[config.mk]
export PLATFORM = sky130hd
export DESIGN_NAME = ssm_tile_scheduler_flat
export DESIGN_NICKNAME = d
export VERILOG_FILES = /design/src/rtl/ssm_tile_scheduler_if.sv /design/src/rtl/ssm_tile_scheduler.sv /design/src/flat_wrapper.sv
export SDC_FILE = /design/constraint.sdc
export NUM_CORES = 1
export LEC_CHECK = 0
export BUFFER_PORTS_ARGS = -buffer_cell sky130_fd_sc_hd__buf_4
export CAP_MARGIN = 20
export CORE_MARGIN = 10
export CORE_UTILIZATION = 55
export DETAILED_ROUTE_END_ITERATION = 10
export MAX_ROUTING_LAYER = met4
export PLACE_DENSITY = 0.81
export SYNTH_ARGS = -nofsm -noshare
export SYNTH_HDL_FRONTEND = slang
export SYNTH_SLANG_ARGS = --single-unit
[constraint.sdc]
create_clock -name clk -period 3.6 [get_ports clk]
set_input_delay 0.36 -clock clk [delete_from_list [all_inputs] [get_ports clk]]
set_output_delay 0.36 -clock clk [all_outputs]
set_load 0.005 [all_outputs]
[src/rtl/ssm_tile_scheduler_if.sv]
// Tile-buffer read, datapath tile stream and y_final return/write bundle
// shared by the SSM tile scheduler and its surrounding datapath.
interface ssm_tile_scheduler_if #(
  parameter int GRP_W = 12,
  parameter int TB    = 3,
  parameter int DW    = 16
);
  logic                rd_en_o;
  logic [GRP_W+TB-1:0] rd_tile_addr_o;
  logic [GRP_W-1:0]    rd_grp_o;
  logic                tile_ready_i;
  logic                tile_valid_o;
  logic                tile_first_o;
  logic                tile_last_o;
  logic [DW-1:0]       y_i;
  logic                y_valid_i;
  logic                y_wr_en_o;
  logic [GRP_W-1:0]    y_wr_addr_o;
  logic [DW-1:0]       y_wr_data_o;

  modport master (
    output rd_en_o,
    output rd_tile_addr_o,
    output rd_grp_o,
    input  tile_ready_i,
    output tile_valid_o,
    output tile_first_o,
    output tile_last_o,
    input  y_i,
    input  y_valid_i,
    output y_wr_en_o,
    output y_wr_addr_o,
    output y_wr_data_o
  );

  modport slave (
    input  rd_en_o,
    input  rd_tile_addr_o,
    input  rd_grp_o,
    output tile_ready_i,
    input  tile_valid_o,
    input  tile_first_o,
    input  tile_last_o,
    output y_i,
    output y_valid_i,
    input  y_wr_en_o,
    input  y_wr_addr_o,
    input  y_wr_data_o
  );
endinterface

[src/rtl/ssm_tile_scheduler.sv]
// SSM tile scheduler: issues B/C/hprev tiles per group under a credit
// limit, delays them by the buffer read latency, writes y_final in order.
module ssm_tile_scheduler #(
  parameter int N_TILE       = 16,
  parameter int N_TOTAL      = 128,
  parameter int DW           = 16,
  parameter int GRP_W        = 12,
  parameter int MAX_INFLIGHT = 4,
  parameter int RD_LAT       = 2,
  localparam int TPG         = N_TOTAL / N_TILE,
  localparam int TB          = $clog2(TPG)
) (
  input  logic                 clk,
  input  logic                 rst,
  input  logic                 start_i,
  input  logic [GRP_W-1:0]     num_grp_i,
  output logic                 busy_o,
  output logic                 done_o,
  output logic                 err_o,
  ssm_tile_scheduler_if.master bus
);

  localparam logic [3:0]    MAX_C   = 4'(MAX_INFLIGHT);
  localparam logic [TB-1:0] TILE_LS = TB'(TPG - 1);

  typedef enum logic [1:0] {
    S_IDLE,
    S_ISSUE,
    S_DRAIN,
    S_DONE
  } state_t;

  state_t state_q, state_d;

  logic [GRP_W-1:0] num_grp_q;
  logic [GRP_W-1:0] issue_grp_q;
  logic [GRP_W-1:0] ret_cnt_q;
  logic [TB-1:0]    tile_cnt_q;
  logic [3:0]       inflight_q;
  logic             err_q;

  logic [RD_LAT-1:0] pv_q;
  logic [RD_LAT-1:0] pf_q;
  logic [RD_LAT-1:0] pl_q;

  logic             wr_en_q;
  logic [GRP_W-1:0] wr_addr_q;
  logic [DW-1:0]    wr_data_q;

  logic start_ok;
  logic issue;
  logic tile0;
  logic tile_end;
  logic grp_end;
  logic ret_ok;
  logic ret_bad;
  logic ret_all;

  assign tile0    = tile_cnt_q == '0;
  assign tile_end = tile_cnt_q == TILE_LS;
  assign grp_end  = issue_grp_q == num_grp_q - GRP_W'(1);

  // A result is only legal while a group is outstanding.
  assign ret_ok  = bus.y_valid_i && (inflight_q != '0)
                   && (ret_cnt_q != num_grp_q);
  assign ret_bad = bus.y_valid_i && !ret_ok;

  // Look ahead so DONE lines up with the write of the final result.
  assign ret_all = (ret_cnt_q == num_grp_q)
                   || (ret_ok && (ret_cnt_q + GRP_W'(1) == num_grp_q));

  always_comb begin
    state_d  = state_q;
    start_ok = 1'b0;
    issue    = 1'b0;
    case (state_q)
      S_IDLE: begin
        if (start_i) begin
          start_ok = 1'b1;
          // An empty job still spends one cycle busy before DONE.
          state_d  = (num_grp_i == '0) ? S_DRAIN : S_ISSUE;
        end
      end
      S_ISSUE: begin
        issue = bus.tile_ready_i && (!tile0 || (inflight_q < MAX_C));
        if (issue && tile_end && grp_end) begin
          state_d = S_DRAIN;
        end
      end
      S_DRAIN: begin
        if (ret_all) begin
          state_d = S_DONE;
        end
      end
      S_DONE: begin
        state_d = S_IDLE;
      end
      default: begin
        state_d = S_IDLE;
      end
    endcase
  end

  always_ff @(posedge clk or posedge rst) begin
    if (rst) begin
      state_q <= S_IDLE;
    end else begin
      state_q <= state_d;
    end
  end

  always_ff @(posedge clk or posedge rst) begin
    if (rst) begin
      num_grp_q   <= '0;
      issue_grp_q <= '0;
      tile_cnt_q  <= '0;
      inflight_q  <= '0;
      ret_cnt_q   <= '0;
    end else if (start_ok) begin
      num_grp_q   <= num_grp_i;
      issue_grp_q <= '0;
      tile_cnt_q  <= '0;
      inflight_q  <= '0;
      ret_cnt_q   <= '0;
    end else begin
      if (issue) begin
        tile_cnt_q <= tile_cnt_q + TB'(1);
        if (tile_end) begin
          issue_grp_q <= issue_grp_q + GRP_W'(1);
        end
      end
      case ({issue && tile0, ret_ok})
        2'b10:   inflight_q <= inflight_q + 4'd1;
        2'b01:   inflight_q <= inflight_q - 4'd1;
        default: inflight_q <= inflight_q;
      endcase
      if (ret_ok) begin
        ret_cnt_q <= ret_cnt_q + GRP_W'(1);
      end
    end
  end

  always_ff @(posedge clk or posedge rst) begin
    if (rst) begin
      err_q <= 1'b0;
    end else if (start_ok) begin
      err_q <= 1'b0;
    end else if (ret_bad) begin
      err_q <= 1'b1;
    end
  end

  always_ff @(posedge clk or posedge rst) begin
    if (rst) begin
      wr_en_q   <= 1'b0;
      wr_addr_q <= '0;
      wr_data_q <= '0;
    end else begin
      wr_en_q <= ret_ok;
      if (ret_ok) begin
        wr_addr_q <= ret_cnt_q;
        wr_data_q <= bus.y_i;
      end
    end
  end

  // Read-latency pipe; never stalled by tile_ready_i.
  always_ff @(posedge clk or posedge rst) begin
    if (rst) begin
      pv_q <= '0;
      pf_q <= '0;
      pl_q <= '0;
    end else begin
      pv_q[0] <= issue;
      pf_q[0] <= issue && tile0;
      pl_q[0] <= issue && tile_end;
      for (int i = 1; i < RD_LAT; i++) begin
        pv_q[i] <= pv_q[i-1];
        pf_q[i] <= pf_q[i-1];
        pl_q[i] <= pl_q[i-1];
      end
    end
  end

  assign busy_o = (state_q == S_ISSUE) || (state_q == S_DRAIN);
  assign done_o = state_q == S_DONE;
  assign err_o  = err_q;

  assign bus.rd_en_o        = issue;
  assign bus.rd_tile_addr_o = {issue_grp_q, tile_cnt_q};
  assign bus.rd_grp_o       = issue_grp_q;
  assign bus.tile_valid_o   = pv_q[RD_LAT-1];
  assign bus.tile_first_o   = pf_q[RD_LAT-1];
  assign bus.tile_last_o    = pl_q[RD_LAT-1];
  assign bus.y_wr_en_o      = wr_en_q;
  assign bus.y_wr_addr_o    = wr_addr_q;
  assign bus.y_wr_data_o    = wr_data_q;

endmodule
[src/flat_wrapper.sv]
// flat-port wrapper written by rule: the top's interface ports become plain ports
module ssm_tile_scheduler_flat 
#(
  parameter int N_TILE       = 16,
  parameter int N_TOTAL      = 128,
  parameter int DW           = 16,
  parameter int GRP_W        = 12,
  parameter int MAX_INFLIGHT = 4,
  parameter int RD_LAT       = 2,
  localparam int TPG         = N_TOTAL / N_TILE,
  localparam int TB          = $clog2(TPG)
)
  (clk, rst, start_i, num_grp_i, busy_o, done_o, err_o, bus_rd_en_o, bus_rd_tile_addr_o, bus_rd_grp_o, bus_tile_ready_i, bus_tile_valid_o, bus_tile_first_o, bus_tile_last_o, bus_y_i, bus_y_valid_i, bus_y_wr_en_o, bus_y_wr_addr_o, bus_y_wr_data_o);
  ssm_tile_scheduler_if #(.GRP_W(GRP_W), .DW(DW)) bus_i ();
  input  logic clk;
  input  logic rst;
  input  logic start_i;
  input  logic [GRP_W-1:0] num_grp_i;
  output logic busy_o;
  output logic done_o;
  output logic err_o;
  output wire logic [$bits(bus_i.rd_en_o)-1:0] bus_rd_en_o;
  output wire logic [$bits(bus_i.rd_tile_addr_o)-1:0] bus_rd_tile_addr_o;
  output wire logic [$bits(bus_i.rd_grp_o)-1:0] bus_rd_grp_o;
  input wire logic [$bits(bus_i.tile_ready_i)-1:0] bus_tile_ready_i;
  output wire logic [$bits(bus_i.tile_valid_o)-1:0] bus_tile_valid_o;
  output wire logic [$bits(bus_i.tile_first_o)-1:0] bus_tile_first_o;
  output wire logic [$bits(bus_i.tile_last_o)-1:0] bus_tile_last_o;
  input wire logic [$bits(bus_i.y_i)-1:0] bus_y_i;
  input wire logic [$bits(bus_i.y_valid_i)-1:0] bus_y_valid_i;
  output wire logic [$bits(bus_i.y_wr_en_o)-1:0] bus_y_wr_en_o;
  output wire logic [$bits(bus_i.y_wr_addr_o)-1:0] bus_y_wr_addr_o;
  output wire logic [$bits(bus_i.y_wr_data_o)-1:0] bus_y_wr_data_o;
  assign bus_rd_en_o = bus_i.rd_en_o;
  assign bus_rd_tile_addr_o = bus_i.rd_tile_addr_o;
  assign bus_rd_grp_o = bus_i.rd_grp_o;
  assign bus_i.tile_ready_i = bus_tile_ready_i;
  assign bus_tile_valid_o = bus_i.tile_valid_o;
  assign bus_tile_first_o = bus_i.tile_first_o;
  assign bus_tile_last_o = bus_i.tile_last_o;
  assign bus_i.y_i = bus_y_i;
  assign bus_i.y_valid_i = bus_y_valid_i;
  assign bus_y_wr_en_o = bus_i.y_wr_en_o;
  assign bus_y_wr_addr_o = bus_i.y_wr_addr_o;
  assign bus_y_wr_data_o = bus_i.y_wr_data_o;
  ssm_tile_scheduler #(.N_TILE(N_TILE), .N_TOTAL(N_TOTAL), .DW(DW), .GRP_W(GRP_W), .MAX_INFLIGHT(MAX_INFLIGHT), .RD_LAT(RD_LAT)) u_core (.clk(clk), .rst(rst), .start_i(start_i), .num_grp_i(num_grp_i), .busy_o(busy_o), .done_o(done_o), .err_o(err_o), .bus(bus_i));
endmodule
==> results.toml <==
[worst_hold_path]
min_from = "num_grp_i[1]"
whs_path_depth = 3
min_path_type = "primary input to flop"
min_to = "u_core.num_grp_q[1]$_DFFE_PP0P_"

[global_routing]
grt_pass1_vias = 3361
antenna_found_initial = 0
grt_pass1_wl_um = 16300
overflow = 0
grt_max_degree = 61
grtUsageTotal_pct = 17.9

[clocking]
cts_setup_buffers = 0
clock-root-buffer = "clkbuf_8"
clkTransAtPathRegs_ns = 0.08
cts_buffer_depth = 2
numCtsBuffers = 9
cts.sinks = 81
cts_tree = "yes"
htreeDepth = 3
insertion_delay_ns = 0.36

[cells_and_area]
layout.nets = 534
syn2layout_area_growth_pct = 22.4
drive_above_1_share_pct = 26.9
final_util_pct = 68.9
layout_common_cells = "buf_4, dfrtp_1, nor2_1"
final_common_cell = "buf_4"
diodes = 0

[sta]
period_share_pct = 85.7
tightest_slew_ns = 0.532
skew_ns = 0.00532
slew_headroom_pct = 64.2
timing.fmax_ghz = 0.324
fin_crit_ns = 3.08
setup_violations = 0
slew_viol_final = 0
grt_setup_unrepaired = "no"
final_hold_viol_count = 0
tns_ns = 0

[setup_path]
path_cells = "xnor2_1, nand4_1, or3_1, and2_2, ha_1, ha_1, a21o_1, a21oi_1, xor2_1, or3_1, a21oi_1"
crit_path_max_incr_delay_ns = 0.47
startpoint_type = "flop"
worst_path_max_delay_cell = "dfrtp_1"
ff2ff_path_depth = 11
cp.required_ns = 3.88
crit_arrival_ns = 3.36
worstSetupEndpointType = "flop"
cpLargestDelayFamily = "simple AND/OR/NAND/NOR gates"
ff2ff_setup_slack_ns = 0.52
critical_path_class = "flop to flop"
r2r-end = "u_core.inflight_q[3]$_DFFE_PP0P_"
r2r_start = "u_core.num_grp_q[6]$_DFFE_PP0P_"
path_buf_inv = 0
critPathMaxFanout = 6

[yosys]
synth_nets = 454
synth_cells = 406
synthFlopType = "dfrtp_1"
ys_seq_area_share_pct = 46.9
async_flop_share_pct = 100
ys_types = 52
synth_area_sq_um = 4320
ys_warn_count = 0
synth_area_per_cell_sq_um = 10.7
synth_edf_count = 0
synth-seq-cells = 81

[die]
die_area_sq_um = 11800
io-pin-count = 96
rows = 32
core-area_sq_um = 7690
initial_core_util_pct = 56.2
die_w_um = 109
die_h_um = 109

[route]
highest_layer = "met4"
via_count = 3200
vias_per_cell = 5.40
post_drt_wl_per_cell_um = 16.6
dr_wl_met2_um = 4820
drtPass1Iterations = 5
m1WireLength_um = 4040
dr_wl_met3_um = 768
ant_nets = 0
drcViolationCount = 0
wl_um = 9850
drt_iter0_markers = 145

[placed_design]
dp_hpwl_um = 7600
gp_congestion = 0.972
portBuffers = 95

[pwr]
power_density_nw_per_um2 = 706
p_leak_uw = 0.00252
peakVddDrop_v = 0.000340

[run]
cap_violations = 0

[run_status]
status = "complete, no violations"
==> tightest hold or removal path, cell delays in order <==
cell	delay [ns]
buf_4	0.08
nand2_1	0.04
o21ai_0	0.06
==> what timing repair did <==
| action | 4_1_cts | 5_1_grt |
|---|---|---|
| hold buffers | 0 | 1 |
| resized for setup | 0 | 0 |
| hold endpoints to repair | 0 | 16 |
==> registers in the layout (all words and copies together), names as in the netlist <==
| name | flops |
|---|---|
| u_core.tile_cnt_q | 3 |
| u_core.err_o | 1 |
| u_core.bus.y_wr_data_o | 16 |
| u_core.inflight_q | 4 |
| u_core.num_grp_q | 12 |
| u_core.bus.rd_grp_o | 12 |
| u_core.pl_q | 2 |
| u_core.ret_cnt_q | 12 |
| u_core.bus.y_wr_addr_o | 12 |
| u_core.bus.y_wr_en_o | 1 |
| u_core.pf_q | 2 |
| u_core.pv_q | 2 |
| u_core.state_q | 2 |
==> metal layers <==
metal,GRT usage [%],vias up
met5,-,-
met4,8.19,0
met3,4.96,19
met2,29.1,112
met1,20.1,1541
li1,-,1528
==> cell families (layout without fill, tap and decap cells) <==
kind of cell	count (synthesis)	count (layout)	share of synthesized area, %
and+or+nand+nor	120	120	13.5
DFF	81	81	46.9
xor gates and xnor gates	61	61	12.4
buffers and inverters	47	132	5.32
muxes	44	44	11.3
AOI/OAI and AO/OA	38	38	6.08
adders and majority gates	15	15	4.51
==> cell type report <==
type                            instances  area (sq um)
Fill cell                             607          2390
Multi-Input combinational cell        278          2070
Sequential cell                        81          2030
Timing Repair Buffer                  100           766
Clock buffer                           12           145
Tap cell                              102           128
Clock inverter                          4          98.8
Inverter                               16          61.3
==> cell usage after synthesis (all sizes together) (2+ instances only) <==
cell      n  area share [%]
a2111oi   2            0.55
a21o      2            0.35
a21oi    11             1.4
and2      3            0.43
and4      2            0.41
buf      16             2.6
clkbuf   15             1.3
dfrtp    81              47
ha       14             4.1
inv      16             1.4
mux2     39              10
mux2i     5             1.2
nand2    33             2.9
nand2b    2            0.29
nand3     6            0.69
nand4    11             1.6
nor2     40             3.5
nor3      6            0.95
nor4      4            0.58
o2111a    2            0.52
o2111ai   2            0.41
o211ai    2            0.35
o21ai     9             1.0
or3       5            0.72
or4b      2            0.46
xnor2    33             6.7
xor2     28             5.7
==> where the power goes <==
part	leakage [uW]	switching (uW)	internal [uW]
clock	0.000121	328	483
sequential	0.00105	267	1160
combinational	0.00135	739	764
total	0.00252	1330	2410
==> stage by stage <==
| stage | area [sq um] | setup slack, ns | instances | power (uW) | hold WS, ns |
|---|---|---|---|---|---|
| after floorplan | 4320 | 0.419 | 406 | 2430 | 0.331 |
| after global placement | 5020 | 0.673 | 575 | 2870 | 0.331 |
| after CTS | 5260 | 0.534 | 591 | 3770 | 0.201 |
| final | 5290 | 0.516 | 593 | 3740 | 0.210 |
| after detailed placement | 5020 | 0.538 | 575 | 2950 | 0.342 |
| after global routing | 5290 | 0.339 | 593 | 4010 | 0.198 |
==> how the worst max path moves through the flow <==
stage / start / end / cells past startpoint
after floorplan: u_core.ret_cnt_q[3]$_DFFE_PP0P_ / u_core.inflight_q[3]$_DFFE_PP0P_ / 14
after detailed placement: u_core.num_grp_q[3]$_DFFE_PP0P_ / u_core.inflight_q[3]$_DFFE_PP0P_ / 11
after global routing: u_core.num_grp_q[3]$_DFFE_PP0P_ / u_core.inflight_q[3]$_DFFE_PP0P_ / 11
final: u_core.num_grp_q[6]$_DFFE_PP0P_ / u_core.inflight_q[3]$_DFFE_PP0P_ / 11
after global placement: u_core.num_grp_q[3]$_DFFE_PP0P_ / u_core.inflight_q[3]$_DFFE_PP0P_ / 11
after CTS: u_core.num_grp_q[3]$_DFFE_PP0P_ / u_core.inflight_q[3]$_DFFE_PP0P_ / 11
Power figures use the tool's default switching activity.
